===== src/rtl/one_hot_pkg.sv =====
// Shared definitions for consumers of the 8-bit one-hot rotating ring.
//   RING_W       : ring width (8 bits)
//   ring_state_e : monitor lock state (UNLOCKED / LOCKED / FAULT)
//   is_one_hot() : exactly one bit set
//   rotl1()      : rotate left by one (bit i -> bit i+1, MSB -> bit 0)
package one_hot_pkg;

    localparam int RING_W = 8;

    typedef enum logic [1:0] {
        UNLOCKED = 2'd0,
        LOCKED   = 2'd1,
        FAULT    = 2'd2
    } ring_state_e;

    function automatic logic is_one_hot(input logic [RING_W-1:0] v);
        logic [$clog2(RING_W+1)-1:0] cnt;
        cnt = '0;
        for (int i = 0; i < RING_W; i++) begin
            cnt = cnt + ($bits(cnt))'(v[i]);
        end
        return (cnt == ($bits(cnt))'(1));
    endfunction

    function automatic logic [RING_W-1:0] rotl1(input logic [RING_W-1:0] v);
        return {v[RING_W-2:0], v[RING_W-1]};
    endfunction

endpackage


===== src/rtl/one_hot_ring_monitor_enc8.sv =====
// Combinational 8->3 one-hot encoder with a legality flag.
//   hot_i   : candidate one-hot value
//   index_o : binary position of the set bit (only meaningful when legal_o)
//   legal_o : high when exactly one bit of hot_i is set
module one_hot_enc8
    import one_hot_pkg::*;
(
    input  logic [RING_W-1:0] hot_i,
    output logic [2:0]        index_o,
    output logic              legal_o
);

    // OR-ing the positions of set bits gives the exact index for a legal
    // input; for illegal inputs the value is don't-care.
    always_comb begin
        index_o = 3'd0;
        for (int i = 0; i < RING_W; i++) begin
            if (hot_i[i]) begin
                index_o = index_o | 3'(i);
            end
        end
    end

    assign legal_o = is_one_hot(hot_i);

endmodule


===== src/rtl/one_hot_ring_monitor.sv =====
// Monitor for the 8-bit one-hot rotating counter.
// Locks onto the ring, checks every sample holds or rotates left by one,
// encodes the hot position, counts revolutions and flags stalls and faults.
//   clk, reset_n : clock, asynchronous active-low reset
//   hot_in       : counter output sampled every cycle
//   up_reset     : counter's synchronous reset (unlocks, clears rev/stall)
//   err_clr      : single-cycle clear of sticky flags and FAULT state
//   index        : binary hot position, index_valid high while LOCKED
//   wrap_pulse   : one-cycle pulse after a 7->0 advance
//   rev_count    : completed revolutions (wraps modulo 2**REV_W)
//   stall        : ring held for more than STALL_MAX locked cycles
//   err_illegal  : sticky, a locked sample was not one-hot
//   err_skip     : sticky, a locked sample neither held nor advanced
// STALL_MAX must be < 2**STALL_W; STALL_MAX == 0 disables stall detection.
module one_hot_ring_monitor
    import one_hot_pkg::*;
#(
    parameter int REV_W     = 16,
    parameter int STALL_MAX = 255,
    parameter int STALL_W   = 8
) (
    input  logic              clk,
    input  logic              reset_n,
    input  logic [RING_W-1:0] hot_in,
    input  logic              up_reset,
    input  logic              err_clr,
    output logic [2:0]        index,
    output logic              index_valid,
    output logic              wrap_pulse,
    output logic [REV_W-1:0]  rev_count,
    output logic              stall,
    output logic              err_illegal,
    output logic              err_skip
);

    localparam logic [STALL_W-1:0] STALL_LIM = STALL_W'(STALL_MAX);

    ring_state_e        state_q, state_d;
    logic [RING_W-1:0]  prev_hot_q, prev_hot_d;
    logic [2:0]         index_q, index_d;
    logic               wrap_q, wrap_d;
    logic [REV_W-1:0]   rev_q, rev_d;
    logic [STALL_W-1:0] hold_q, hold_d;
    logic               stall_q, stall_d;
    logic               ill_q, ill_d;
    logic               skip_q, skip_d;

    logic [2:0] enc_index;
    logic       legal;
    logic       hold;
    logic       adv;

    one_hot_enc8 u_enc (
        .hot_i   (hot_in),
        .index_o (enc_index),
        .legal_o (legal)
    );

    assign hold = (hot_in == prev_hot_q);
    assign adv  = (hot_in == rotl1(prev_hot_q));

    always_comb begin
        state_d    = state_q;
        prev_hot_d = prev_hot_q;
        index_d    = index_q;
        wrap_d     = 1'b0;
        rev_d      = rev_q;
        hold_d     = hold_q;
        stall_d    = stall_q;
        ill_d      = ill_q;
        skip_d     = skip_q;

        // Clear first so a fault detected in the same cycle overrides it.
        if (err_clr) begin
            ill_d  = 1'b0;
            skip_d = 1'b0;
        end

        if (up_reset) begin
            // Upstream is restarting the ring: do not judge this sample.
            state_d = UNLOCKED;
            rev_d   = '0;
            hold_d  = '0;
            stall_d = 1'b0;
        end else begin
            case (state_q)
                UNLOCKED: begin
                    // Illegal samples are tolerated here (power-up garbage).
                    if (legal) begin
                        state_d    = LOCKED;
                        prev_hot_d = hot_in;
                        index_d    = enc_index;
                        hold_d     = '0;
                    end
                end
                LOCKED: begin
                    if (!legal) begin
                        ill_d   = 1'b1;
                        state_d = FAULT;
                        hold_d  = '0;
                        stall_d = 1'b0;
                    end else if (adv) begin
                        prev_hot_d = hot_in;
                        index_d    = enc_index;
                        hold_d     = '0;
                        stall_d    = 1'b0;
                        if (prev_hot_q[RING_W-1]) begin
                            wrap_d = 1'b1;
                            rev_d  = rev_q + REV_W'(1);
                        end
                    end else if (hold) begin
                        if (hold_q != STALL_LIM) begin
                            hold_d = hold_q + STALL_W'(1);
                        end
                        // Compare the pre-increment count: stall rises on
                        // the hold that follows STALL_MAX counted holds.
                        if ((STALL_MAX != 0) && (hold_q == STALL_LIM)) begin
                            stall_d = 1'b1;
                        end
                    end else begin
                        skip_d  = 1'b1;
                        state_d = FAULT;
                        hold_d  = '0;
                        stall_d = 1'b0;
                    end
                end
                FAULT: begin
                    stall_d = 1'b0;
                    if (err_clr) begin
                        state_d = UNLOCKED;
                    end
                end
                default: begin
                    state_d = UNLOCKED;
                end
            endcase
        end
    end

    always_ff @(posedge clk or negedge reset_n) begin
        if (!reset_n) begin
            state_q    <= UNLOCKED;
            prev_hot_q <= '0;
            index_q    <= '0;
            wrap_q     <= 1'b0;
            rev_q      <= '0;
            hold_q     <= '0;
            stall_q    <= 1'b0;
            ill_q      <= 1'b0;
            skip_q     <= 1'b0;
        end else begin
            state_q    <= state_d;
            prev_hot_q <= prev_hot_d;
            index_q    <= index_d;
            wrap_q     <= wrap_d;
            rev_q      <= rev_d;
            hold_q     <= hold_d;
            stall_q    <= stall_d;
            ill_q      <= ill_d;
            skip_q     <= skip_d;
        end
    end

    assign index       = index_q;
    assign index_valid = (state_q == LOCKED);
    assign wrap_pulse  = wrap_q;
    assign rev_count   = rev_q;
    assign stall       = stall_q;
    assign err_illegal = ill_q;
    assign err_skip    = skip_q;

endmodule

===== config.mk =====
export PLATFORM = sky130hd
export DESIGN_NAME = one_hot_ring_monitor
export DESIGN_NICKNAME = d
export VERILOG_FILES = /design/src/rtl/one_hot_pkg.sv /design/src/rtl/one_hot_ring_monitor_enc8.sv /design/src/rtl/one_hot_ring_monitor.sv
export SDC_FILE = /design/constraint.sdc
export NUM_CORES = 1
export LEC_CHECK = 0
export BUFFER_PORTS_ARGS = -buffer_cell sky130_fd_sc_hd__buf_2
export CAP_MARGIN = 20
export CORE_ASPECT_RATIO = 1.25
export CORE_MARGIN = 5
export CORE_UTILIZATION = 45
export DETAILED_ROUTE_END_ITERATION = 10
export MAX_ROUTING_LAYER = met4
export PLACE_DENSITY_LB_ADDON = 0.08
export SKIP_CTS_REPAIR_TIMING = 1
export SYNTH_ARGS = -nofsm -noshare
export SYNTH_HDL_FRONTEND = slang
export SYNTH_SLANG_ARGS = --single-unit

===== constraint.sdc =====
create_clock -name clk -period 2.6 [get_ports clk]
set_clock_uncertainty 0.05 [all_clocks]
set_input_delay 0.13 -clock clk [delete_from_list [all_inputs] [get_ports clk]]
set_output_delay 0.13 -clock clk [all_outputs]
set_load 0.005 [all_outputs]

### Word level (Yosys, flattened, before mapping)

Index checks and enable logic that the tools add are counted.

| cells by class | value |
|---|---|
| add/sub/neg operators | 9 |
| mux-type cells | 55 |
| equality and inequality tests | 16 |
| reductions and logical operators | 13 |
| bitwise gates (word level) | 1 |

Operator list:

| cell | number |
|---|---|
| 16-bit two-way mux | 5 |
| 8-bit two-way mux | 9 |
| 8-bit one-hot mux with 2 select lines | 2 |
| 4-bit by 1-bit adder with 4-bit output | 6 |
| 1-bit two-way mux | 21 |
| 3-bit two-way mux | 7 |
| 16-bit by 1-bit adder with 16-bit output, second input constant | 1 |
| 8-bit equality test | 2 |
| 2-bit two-way mux | 8 |
| 6-bit by 4-bit inequality test with 1-bit output, second input constant | 2 |
| 2-bit nonzero test | 5 |
| 8-bit by 1-bit adder with 8-bit output, second input constant | 1 |
| 8-bit equality test, second input constant | 1 |
| 4-bit inequality test, second input constant | 2 |
| 8-bit inequality test, second input constant | 1 |
| 4-bit AND reduction | 2 |
| 3-bit inequality test, second input constant | 2 |
| 2-bit one-hot mux with 3 select lines | 1 |
| 3-bit one-hot mux with 2 select lines | 1 |
| 3-bit nonzero test | 2 |
| 5-bit AND reduction | 1 |
| 4-bit by 1-bit equality test with 1-bit output, second input constant | 1 |
| 2-bit by 1-bit inequality test with 1-bit output, second input constant | 2 |
| 3-bit AND reduction | 1 |
| other kinds (8) | 8 |

| word-level totals | value |
|---|---|
| logic and storage cells | 103 |
| bits in registers | 41 |
| input bits | 12 |
| output and inout bits | 24 |

### Depth between registers and ports, before layout

Gate-level depths: netlist of the first run.

| depth | value |
|---|---|
| depth after elaboration | 11 |
| gate-level depth with buffers | 15 |
| mapped depth without buffers | 13 |

### Cells and area by module

From an unflattened synthesis of the first run, not the netlist that was laid out.

| second synthesis, totals | value |
|---|---|
| cell total of the unflattened synthesis | 239 |
| area total of the unflattened synthesis | 2426.1 um^2 |

Modules (own cells, without submodules):

| module | times used | area an instance (um^2) | seq. area each (um^2) | cells an instance |
|---|---|---|---|---|
| one_hot_ring_monitor | 1 | 2198.4 | 1026.0 | 211 |
| one_hot_enc8 | 1 | 227.7 | 0.0 | 28 |

### Least setup slack after synthesis of the first run

No wires, ideal clock.

| path | value |
|---|---|
| path type | input-to-reg |
| start | input hot_in[0] |
| end | register hold_q[2] |
| data required time | 2423 ps |
| setup time | 127 ps |
| setup slack | -1176 ps |
| stages | 15 |
| path buffers | 2 |
| data arrival time | 3599 ps |
| path through | ha_1 -> inv_1 -> fa_1 -> fa_1 -> inv_1 -> fa_1 -> inv_1 -> fa_1 -> and3b_1 -> a31oi_2 -> or2_2 -> clkbuf_1 -> buf_2 -> nor3_1 -> o2bb2a_1 |

| on the way | value |
|---|---|
| longest elaborated chain between the ends | 11 |
| elaborated cells on any way between the ends | 18 |
| those cells by class | 7 x add/sub; 5 x eq/ne; 5 x mux; 1 x reduce/logical |

RTL lines:

| item | line | RTL |
|---|---|---|
| start: declaration | one_hot_ring_monitor.sv:24 | `input logic [RING_W-1:0] hot_in,` |
| 1-bit by 1-bit adder with 2-bit output | one_hot_pkg.sv:20 | `cnt = cnt + ($bits(cnt))'(v[i]);` |
| 4-bit by 1-bit adder with 4-bit output (6 in a row) | one_hot_pkg.sv:20 |  |
| 4-bit by 1-bit equality test with 1-bit output | one_hot_pkg.sv:22 | `return (cnt == ($bits(cnt))'(1));` |
| 8-bit two-way mux | one_hot_ring_monitor.sv:97 | `if (!legal) begin` |
| 8-bit one-hot mux with 2 select lines | one_hot_ring_monitor.sv:86 | `case (state_q)` |
| 8-bit two-way mux | one_hot_ring_monitor.sv:79 | `if (up_reset) begin` |
| end signal: assignment | one_hot_ring_monitor.sv:157 | `hold_q <= hold_d;` |
| end: declaration | one_hot_ring_monitor.sv:43 | `logic [STALL_W-1:0] hold_q, hold_d;` |

Several ways; a longest one is shown, not always the timed one.
A chain may end at the register's enable or synchronous reset.

### Worst setup path after layout of the first run

| path | value |
|---|---|
| start | input hot_in[1] |
| end | register index_q[0], in the netlist index[0] |

| on the way | value |
|---|---|
| longest elaborated chain between the ends | 10 |
| elaborated cells on any way between the ends | 24 |
| those cells by class | 7 x add/sub; 5 x eq/ne; 11 x mux; 1 x reduce/logical |

RTL lines:

| item | line | RTL |
|---|---|---|
| 1-bit by 1-bit adder with 2-bit output / 1-bit two-way mux (equally long branches) | one_hot_pkg.sv:20, one_hot_ring_monitor_enc8.sv:18 |  |
| 4-bit by 1-bit adder with 4-bit output / 2-bit two-way mux (equally long branches) (2 in a row) | one_hot_pkg.sv:20, one_hot_ring_monitor_enc8.sv:18 |  |
| 4-bit by 1-bit adder with 4-bit output / 3-bit two-way mux (equally long branches) (4 in a row) | one_hot_pkg.sv:20, one_hot_ring_monitor_enc8.sv:18 |  |
| 4-bit by 1-bit equality test with 1-bit output / 3-bit two-way mux (equally long branches) | one_hot_pkg.sv:22, one_hot_ring_monitor.sv:102 |  |
| 2-bit inequality test (no source line) (tied with other cells) | -- |  |
| 5-bit AND reduction (no source line) / 3-bit one-hot mux with 2 select lines (equally long branches) | -- |  |
| end signal: assignment | one_hot_ring_monitor.sv:154 | `index_q <= index_d;` |
| end: declaration | one_hot_ring_monitor.sv:40 | `logic [2:0] index_q, index_d;` |

Several ways; a longest one is shown, not always the timed one. The select of a mux whose other input is x is not followed.

==> results.toml, run 1 <==
[global_routing]
grt_pass1_wl_mm = 9.26
grt_usage = 0.160
grt_pass1_vias = 1981
grt.overflow.total = 0
grt_max_degree = 42
antenna_found_initial = 0

[logic_synthesis]
synth_seq_cells = 41
synth_ff_type = "dfrtp_1"
synth_top_cell_area_share = 0.402
synth.most_common_cell = "dfrtp_1"
syn-num-nets = 267
yosys-top-cells-area = "dfrtp_1 40%, mux2_4 5.3%, mux2_2 3.5%, fa_1 3.1%, xnor2_1 3.1%"
syn-cell-area_mm2 = 0.00255
ys_types = 53
synth_seq_area_share = 0.402
synth-async-reset-ratio = 1.00
ys_top_cells_by_count = "41 x dfrtp_1, 19 x nor2_1, 16 x inv_1"
synth.avg_cell_area_um2 = 10.4
netlist_instances = 246
synth_edf_count = 0
yosys_warnings = 0
synth_largest_area_cell = "dfrtp_1"

[timing]
fin_ws_ps = -777
finalSetupViolCount = 41
hold_ws_ps = -70.3
hold_violations = 41
finalWorstPathRequiredPeriod_ps = 3380
slew_violations = 0
tightest_slew_ps = 959
grt_setup_unrepaired = "yes"
timing.final.crit_share = 1.30
slew_headroom = 0.361
fmax_ghz = 0.296

[critical_path]
crit_arrival_ps = 3510
path_class = "in2reg"
r2r_slack_ps = 430
startpoint_type = "input port"
endpoint_kind = "flip-flop"
required_ps = 2730
cp_max_fo = 11

[detailed_routing]
totalWireLength_mm = 5.65
dr.first_iter.drc_count = 84
num_vias = 2063
vias_per_cell = 5.65
ant_nets = 0
firstDrtPassIters = 4
avgRoutedWirePerCell_um = 15.5
drcViolationCount = 0

[final_layout]
areaGrowthSynthToFinish_pct = 26.8
final_core_util = 0.590
drive_gt1_frac = 0.405
fin_nets = 321
final_cell_area_mm2 = 0.00324
antenna_cells = 0
fill_cells = 503

[clock_tree]
cts_root_buf = "clkbuf_8"
clkTransAtPathRegs_ps = 80
cts.htree.levels = 2
clockBufferDepth = 2
clk_latency_ps = 300
cts_made_buffers = 5
cts_tree = "done"
numClockSinks = 41

[die]
die_h_um = 94.2
ios = 36
coreArea_mm2 = 0.00548
num_rows = 30
fp.dieArea_mm2 = 0.00728
start_util = 0.466
dieWidth_um = 77.3

[hold_path]
min_path_type = "in2async"

[power]
power.density_mw_per_mm2 = 593
p_leak_uw = 0.00153
irDropWorstVdd_mv = 0.409

[status]
outcome = "finished with violations"
violations = "hold timing, setup timing"

[place]
globalplace.congestion = 0.749
place_area_mm2 = 0.00300
io_buffers = 35
post-dp-hpwl_mm = 4.02

[flow_run]
cap_violations = 0
==> routing by layer <==
layer  global-route usage  vias to the layer above  share of wire
li1                     -                     1006              -
met1                0.198                     1022           0.45
met2                0.262                       28           0.51
met3               0.0345                        7          0.035
met4               0.0458                        0          0.011
met5                    -                        -              0
==> logic make-up (layout without fill, tap and decap cells) <==
family / count (synthesis) / after routing / synth area share
and+or+nand+nor: 88 / 88 / 0.206
buffers and inverters: 28 / 83 / 0.0525
adders and majority gates: 9 / 9 / 0.0559
muxes: 18 / 18 / 0.0922
AOI/OAI and AO/OA: 45 / 45 / 0.132
xor gates and xnor gates: 17 / 17 / 0.0584
DFF: 41 / 41 / 0.402
==> worst paths after layout <==
path | endpoint | cells past startpoint | start
worst min-delay path | hold_q[6] | 1 | reset_n
worst max-delay path | index[0] | 15 | hot_in[1]
worst max register to register | hold_q[2] | 5 | hold_q[0]
min in group clk | err_illegal | 2 | err_clr
worst min register to register | index[2] | 1 | index[2]
max in group asynchronous | rev_count[13] | 1 | reset_n
==> where the power goes <==
part           switching, uW  internal, uW  total, uW
Sequential              98.6           728        826
Combinational            276           347        623
Clock                    231           240        471
Total                    605          1310       1920
==> critical path, cell delays in order <==
cell and delay [ps]:
buf_6 100, ha_4 250, inv_2 30, fa_1 490, fa_1 410, inv_1 80, fa_2 200, inv_2 40
fa_1 490, and3b_2 220, a31oi_4 90, or3_1 340, a21o_1 190, buf_12 150, mux2_4 290
==> placed cells by master (no fill, tap or decap), types with 2 or more instances in the layout <==
master / synthesis / routed
o31ai_1: 4 / 3
fa_1: 4 / 3
and4_1: 2 / 2
a31o_2: 7 / 7
xor2_1: 8 / 8
inv_2: 0 / 2
and3_1: 2 / 2
buf_12: 0 / 2
nand2_1: 5 / 4
a211o_1: 2 / 2
a21o_1: 2 / 2
nor2_1: 19 / 19
mux2_2: 8 / 6
nor3_1: 3 / 3
a311o_1: 3 / 3
a21oi_2: 0 / 6
dfrtp_1: 41 / 41
nor4b_2: 0 / 2
o2bb2a_4: 0 / 2
a31oi_1: 2 / 2
nor4_1: 5 / 3
buf_2: 2 / 33
or4_1: 4 / 4
buf_4: 1 / 19
a21oi_1: 12 / 6
nand2b_1: 7 / 7
clkbuf_8: 0 / 7
ha_1: 5 / 4
nor4_4: 1 / 3
buf_6: 3 / 5
nand4_1: 9 / 9
nor2b_1: 9 / 9
or3_1: 2 / 2
mux2_4: 9 / 11
nand3_1: 8 / 7
xnor2_1: 9 / 8
inv_1: 16 / 14
==> registers in the layout, summed over array words and instances (netlist names) <==
signal and flops:
wrap_pulse 1, err_illegal 1, state_q 2, hold_q 8, prev_hot_q 8, err_skip 1, rev_count 16, stall 1
index 3
==> final cells by class <==
class	count	area [um2]	share of cell area
Tap cell	64	80.1	0.0247
Multi-Input combinational cell	177	1560	0.483
Sequential cell	41	1030	0.317
Timing Repair Buffer	59	404	0.125
Inverter	16	60.1	0.0186
Clock buffer	7	96.3	0.0298
Clock inverter	1	5.00	0.00155
==> metrics by stage <==
step | power, uW | setup WS [ps] | instances | hold WS, ps | setup TNS, ps
2_1_floorplan | 1240 | -907 | 246 | -216 | -29590
3_3_place_gp | 1420 | -1080 | 357 | 279 | -39490
3_5_place_dp | 1440 | -1120 | 357 | 286 | -40590
4_1_cts | 1920 | -791 | 365 | -38.8 | -27220
5_1_grt | 2030 | -876 | 365 | 10.7 | -31040
6_report | 1920 | -777 | 365 | -70.3 | -27050
No activity file was read; power rests on OpenSTA's default activity.
==> inputs of run 2 (changes only) <==
--- a/config.mk
+++ b/config.mk
@@ -7,9 +7,8 @@
 export LEC_CHECK = 0
 export BUFFER_PORTS_ARGS = -buffer_cell sky130_fd_sc_hd__buf_2
 export CAP_MARGIN = 20
-export CORE_ASPECT_RATIO = 1.25
 export CORE_MARGIN = 5
-export CORE_UTILIZATION = 45
+export CORE_UTILIZATION = 35
 export DETAILED_ROUTE_END_ITERATION = 10
 export MAX_ROUTING_LAYER = met4
 export PLACE_DENSITY_LB_ADDON = 0.08
==> run 2 against run 1 <==
Compared with the run above: combinational power grew 5.1%; via count grew 1.8%; non-clock buffer count grew 6; the flow finishes with violations (setup timing); sequential cell count is the same; count of clock-buffer cells in the layout grew 1; largest cell class unchanged; critical endpoint is now rev_count[5]; utilization shrank 12 points.
==> results.toml, run 2 (synthesis gave the netlist of run 1 again) <==
[status]
outcome = "finished with violations"
violations = "setup timing"

[timing]
finalWorstPathRequiredPeriod_ps = 3390
slew_violations = 0
finalSetupTns_ps = -26700
finalSetupViolCount = 41
fin_ws_ps = -790
hold_violations = 0
fmax_ghz = 0.295
tightest_slew_ps = 491
timing.final.crit_share = 1.30
grt_setup_unrepaired = "yes"
slew_headroom = 0.668

[critical_path]
startpoint_type = "input port"
cp_max_fo = 5
r2r_cells = 6
crit_arrival_ps = 3520
endpoint_kind = "flip-flop"
required_ps = 2730
rr_endpoint = "prev_hot_q[3]"
r2r-start = "prev_hot_q[3]"
path_class = "in2reg"
r2r_slack_ps = 360

[clock_tree]
cts_tree = "done"
cts.htree.levels = 2
clkTransAtPathRegs_ps = 80
cts_root_buf = "clkbuf_8"
clockBufferDepth = 2
cts_made_buffers = 5
clk_latency_ps = 290
numClockSinks = 41

[power]
irDropWorstVdd_mv = 0.250
p_leak_uw = 0.00154
power.density_mw_per_mm2 = 567

[final_layout]
fill_cells = 698
areaGrowthSynthToFinish_pct = 30.9
largest_register_ffs = 16
final_common_cell = "dfrtp_1"
fin_nets = 328
layout_common_cells = "41 x dfrtp_1, 33 x buf_2, 23 x buf_4, 19 x nor2_1, 14 x inv_1"
antenna_cells = 0
final_core_util = 0.466
drive_gt1_frac = 0.416

[die]
die_h_um = 95.4
fp.dieArea_mm2 = 0.00910
ios = 36
coreArea_mm2 = 0.00718
dieWidth_um = 95.4
num_rows = 31
start_util = 0.356

[hold_path]
hp-start = "err_clr"
min_to = "err_illegal"
whs_path_depth = 2
min_path_type = "in2reg"

[detailed_routing]
totalWireLength_mm = 6.03
vias_per_cell = 5.16
dr.first_iter.drc_count = 91
avgRoutedWirePerCell_um = 14.8
ant_nets = 0
firstDrtPassIters = 4
num_vias = 2100
drcViolationCount = 0

[global_routing]
antenna_found_initial = 0
grt_pass1_wl_mm = 9.94
grt.overflow.total = 0
grt_pass1_vias = 2023
grt_max_degree = 42
grt_usage = 0.143

[place]
post-dp-hpwl_mm = 4.25
globalplace.congestion = 0.774
io_buffers = 35
pre_cts_ws_ps = -1130

[flow_run]
cap_violations = 0
-- run 2: cell type report --
class | instances | area, um2 | area share
Sequential cell | 41 | 1030 | 0.307
Multi-Input combinational cell | 178 | 1600 | 0.478
Timing Repair Buffer | 65 | 455 | 0.136
Inverter | 16 | 60.1 | 0.0180
Tap cell | 99 | 124 | 0.0371
Clock buffer | 8 | 80.1 | 0.0240
-- run 2: how the worst max path moves through the flow --
stage	startpoint	endpoint	slack [ps]
CTS	hot_in[1]	rev_count[13]	-810
detailed placement	hot_in[1]	rev_count[12]	-1130
global placement	hot_in[1]	rev_count[4]	-1130
global route	hot_in[1]	rev_count[14]	-900
floorplan	hot_in[1]	index[0]	-910
finish	hot_in[1]	rev_count[5]	-790
-- run 2: stage by stage --
stage,instances,hold WS (ps),cell area [um2],total power (uW)
2_1_floorplan,246,-216,2630,1240
5_1_grt,407,20.6,3340,2010
6_report,407,12.6,3340,1890
4_1_cts,402,-20.8,3130,1860
3_3_place_gp,394,299,3050,1430
3_5_place_dp,394,306,3050,1430
-- run 2: where the power goes --
group	total [uW]	switching [uW]	internal, uW
Sequential	827	98.8	728
Clock	412	221	191
Combinational	655	286	369
Total	1890	606	1290
-- run 2: worst max-delay path, cell delays in order --
cell and delay, ps:
buf_6 100, ha_4 250, inv_2 30, fa_1 440, fa_1 490, inv_1 50
fa_2 350, inv_2 60, fa_1 410, and3b_2 250, a31oi_4 180, buf_6 150
nor4_4 40, buf_4 170, nand4_1 90, mux2_2 330
-- run 2: per-layer routing --
layer  global-route usage  share of wire  vias to the layer above
li1                     -              -                     1015
met1                0.193           0.48                     1037
met2                0.219           0.47                       40
met3               0.0300          0.037                        8
met4               0.0403          0.012                        0
met5                    -              0                        -
==> inputs of run 3 (changes only) <==
--- a/config.mk
+++ b/config.mk
@@ -8,10 +8,11 @@
 export BUFFER_PORTS_ARGS = -buffer_cell sky130_fd_sc_hd__buf_2
 export CAP_MARGIN = 20
 export CORE_MARGIN = 5
-export CORE_UTILIZATION = 35
+export CORE_UTILIZATION = 57
 export DETAILED_ROUTE_END_ITERATION = 10
 export MAX_ROUTING_LAYER = met4
 export PLACE_DENSITY_LB_ADDON = 0.08
+export SETUP_SLACK_MARGIN = 0.5
 export SKIP_CTS_REPAIR_TIMING = 1
 export SYNTH_ARGS = -nofsm -noshare
 export SYNTH_HDL_FRONTEND = slang
==> run 3 against run 2 <==
Compared with the run above: the flow still finishes with violations (setup timing); non-clock buffer count up 7; critical endpoint is now prev_hot_q[2]; first-iteration DRC count up 1.1%; clock power about the same; power up 1.7%.
==> results.toml, run 3 (synthesis gave the netlist of run 1 again) <==
[critical_path]
crit_buf_inv = 5
worstPathCellList = "buf_6, ha_4, inv_2, fa_1, fa_1, inv_2, fa_2, inv_2, fa_1, and3b_2, a31oi_4, or3_4, a21o_4, clkbuf_16, mux2_4"
slowest_delay_ps = 480
crit_family = "adder cells"
crit_slowest_cell = "fa_1"
endpoint_kind = "flip-flop"
required_ps = 2740
r2r_slack_ps = 350
path_class = "in2reg"
crit_arrival_ps = 3550
startpoint_type = "input port"
cp_max_fo = 4

[timing]
fin_ws_ps = -811
tightest_slew_ps = 917
slew_headroom = 0.389
fmax_ghz = 0.293
timing.final.crit_share = 1.31
finalSetupTns_ps = -27490
hold_ws_ps = 12.9
finalSetupViolCount = 41
hold_violations = 0
slew_violations = 0
finalWorstPathRequiredPeriod_ps = 3410
grt_setup_unrepaired = "yes"

[detailed_routing]
firstDrtPassIters = 4
drcViolationCount = 0
dr.first_iter.drc_count = 92
totalWireLength_mm = 6.06
wl_met1_mm = 2.60
top_layer_used = "met4"
num_vias = 2131
met3_length_um = 225
ant_nets = 0
vias_per_cell = 5.81
wl_met2_mm = 3.16
avgRoutedWirePerCell_um = 16.5

[final_layout]
fin_nets = 335
instances_no_fill = 367
largest_register_ffs = 16
multiInputGateArea_mm2 = 0.00163
final_common_cell = "dfrtp_1"
drive_gt1_frac = 0.444
seq_area_mm2 = 0.00103
areaGrowthSynthToFinish_pct = 32.6
antenna_cells = 0
layout_common_cells = "41 x dfrtp_1, 33 x buf_2, 27 x buf_4, 19 x nor2_1, 14 x mux2_4"
fill_cells = 287

[global_routing]
grt.overflow.total = 0
grt_max_degree = 42
antenna_found_initial = 0
grt_pass1_wl_mm = 9.59
grt_pass1_vias = 2051
grt_usage = 0.202

[die]
num_rows = 24
coreArea_mm2 = 0.00435
dieWidth_um = 76.9
ios = 36
fp.dieArea_mm2 = 0.00591
die_h_um = 76.9
start_util = 0.586

[place]
io_buffers = 35
post-dp-hpwl_mm = 4.08
globalplace.congestion = 0.792
dp_cells = 353

[hold_path]
min_path_type = "in2reg"

[status]
violations = "setup timing"
outcome = "finished with violations"

[flow_run]
cap_violations = 0

[power]
p_leak_uw = 0.00158
finalPower_uw = 1920
irDropWorstVdd_mv = 0.390
power.density_mw_per_mm2 = 569

[clock_tree]
cts_root_buf = "clkbuf_8"
cts_made_buffers = 5
numClockSinks = 41
clockBufferDepth = 2
clkTransAtPathRegs_ps = 80
clk_latency_ps = 290
cts_tree = "done"
cts.htree.levels = 2
[run 3: cell types whose count changed in the layout (fill, tap and decap cells not counted), moves of 2 or more]
cell     before  now
nor4_2        0    2
nand3_4       0    2
nand3_1       6    3
mux2_2        8    3
buf_4        23   27
buf_6         6    9
mux2_4        9   14
[run 3: worst paths after layout]
check	from	to	cells past startpoint
min reg2reg	index[2]	index[2]	1
max reg2reg	prev_hot_q[5]	prev_hot_q[2]	6
min in group asynchronous	reset_n	hold_q[6]	2
max	hot_in[1]	prev_hot_q[2]	15
max in group asynchronous	reset_n	rev_count[1]	2
min	err_clr	err_illegal	2
[run 3: metrics by stage]
step	utilization	setup WS (ps)	instance area [um2]
global placement	0.697	-1100	3040
global route	0.777	-915	3380
floorplan	-	-907	2630
CTS	0.716	-843	3120
finish	0.777	-811	3380
detailed placement	0.697	-1150	3040
[run 3: where the power goes]
group	total (uW)	internal, uW	switching (uW)
registers	829	728	101
clock network	411	191	219
logic	685	385	300
[run 3: worst reg2reg max path, stage by stage (launching register included)]
cell       delay [ps]
dfrtp_1           420
xnor2_1           250
nand4_2           250
or2_1             430
a21o_4            300
clkbuf_16         160
mux2_4            290
[run 3: area by class of cell]
type / count / share of cell area
multi-input combinational: 178 / 0.481
sequential: 41 / 0.303
inverter: 16 / 0.0178
timing repair buffer: 72 / 0.155
tap: 52 / 0.0192
clock buffer: 8 / 0.0237
[run 3: routing by layer]
layer  up-vias  global-route usage
li1       1029                   -
met1      1046               0.255
met3         7              0.0386
met5         -                   -
met2        49               0.333
met4         0              0.0542
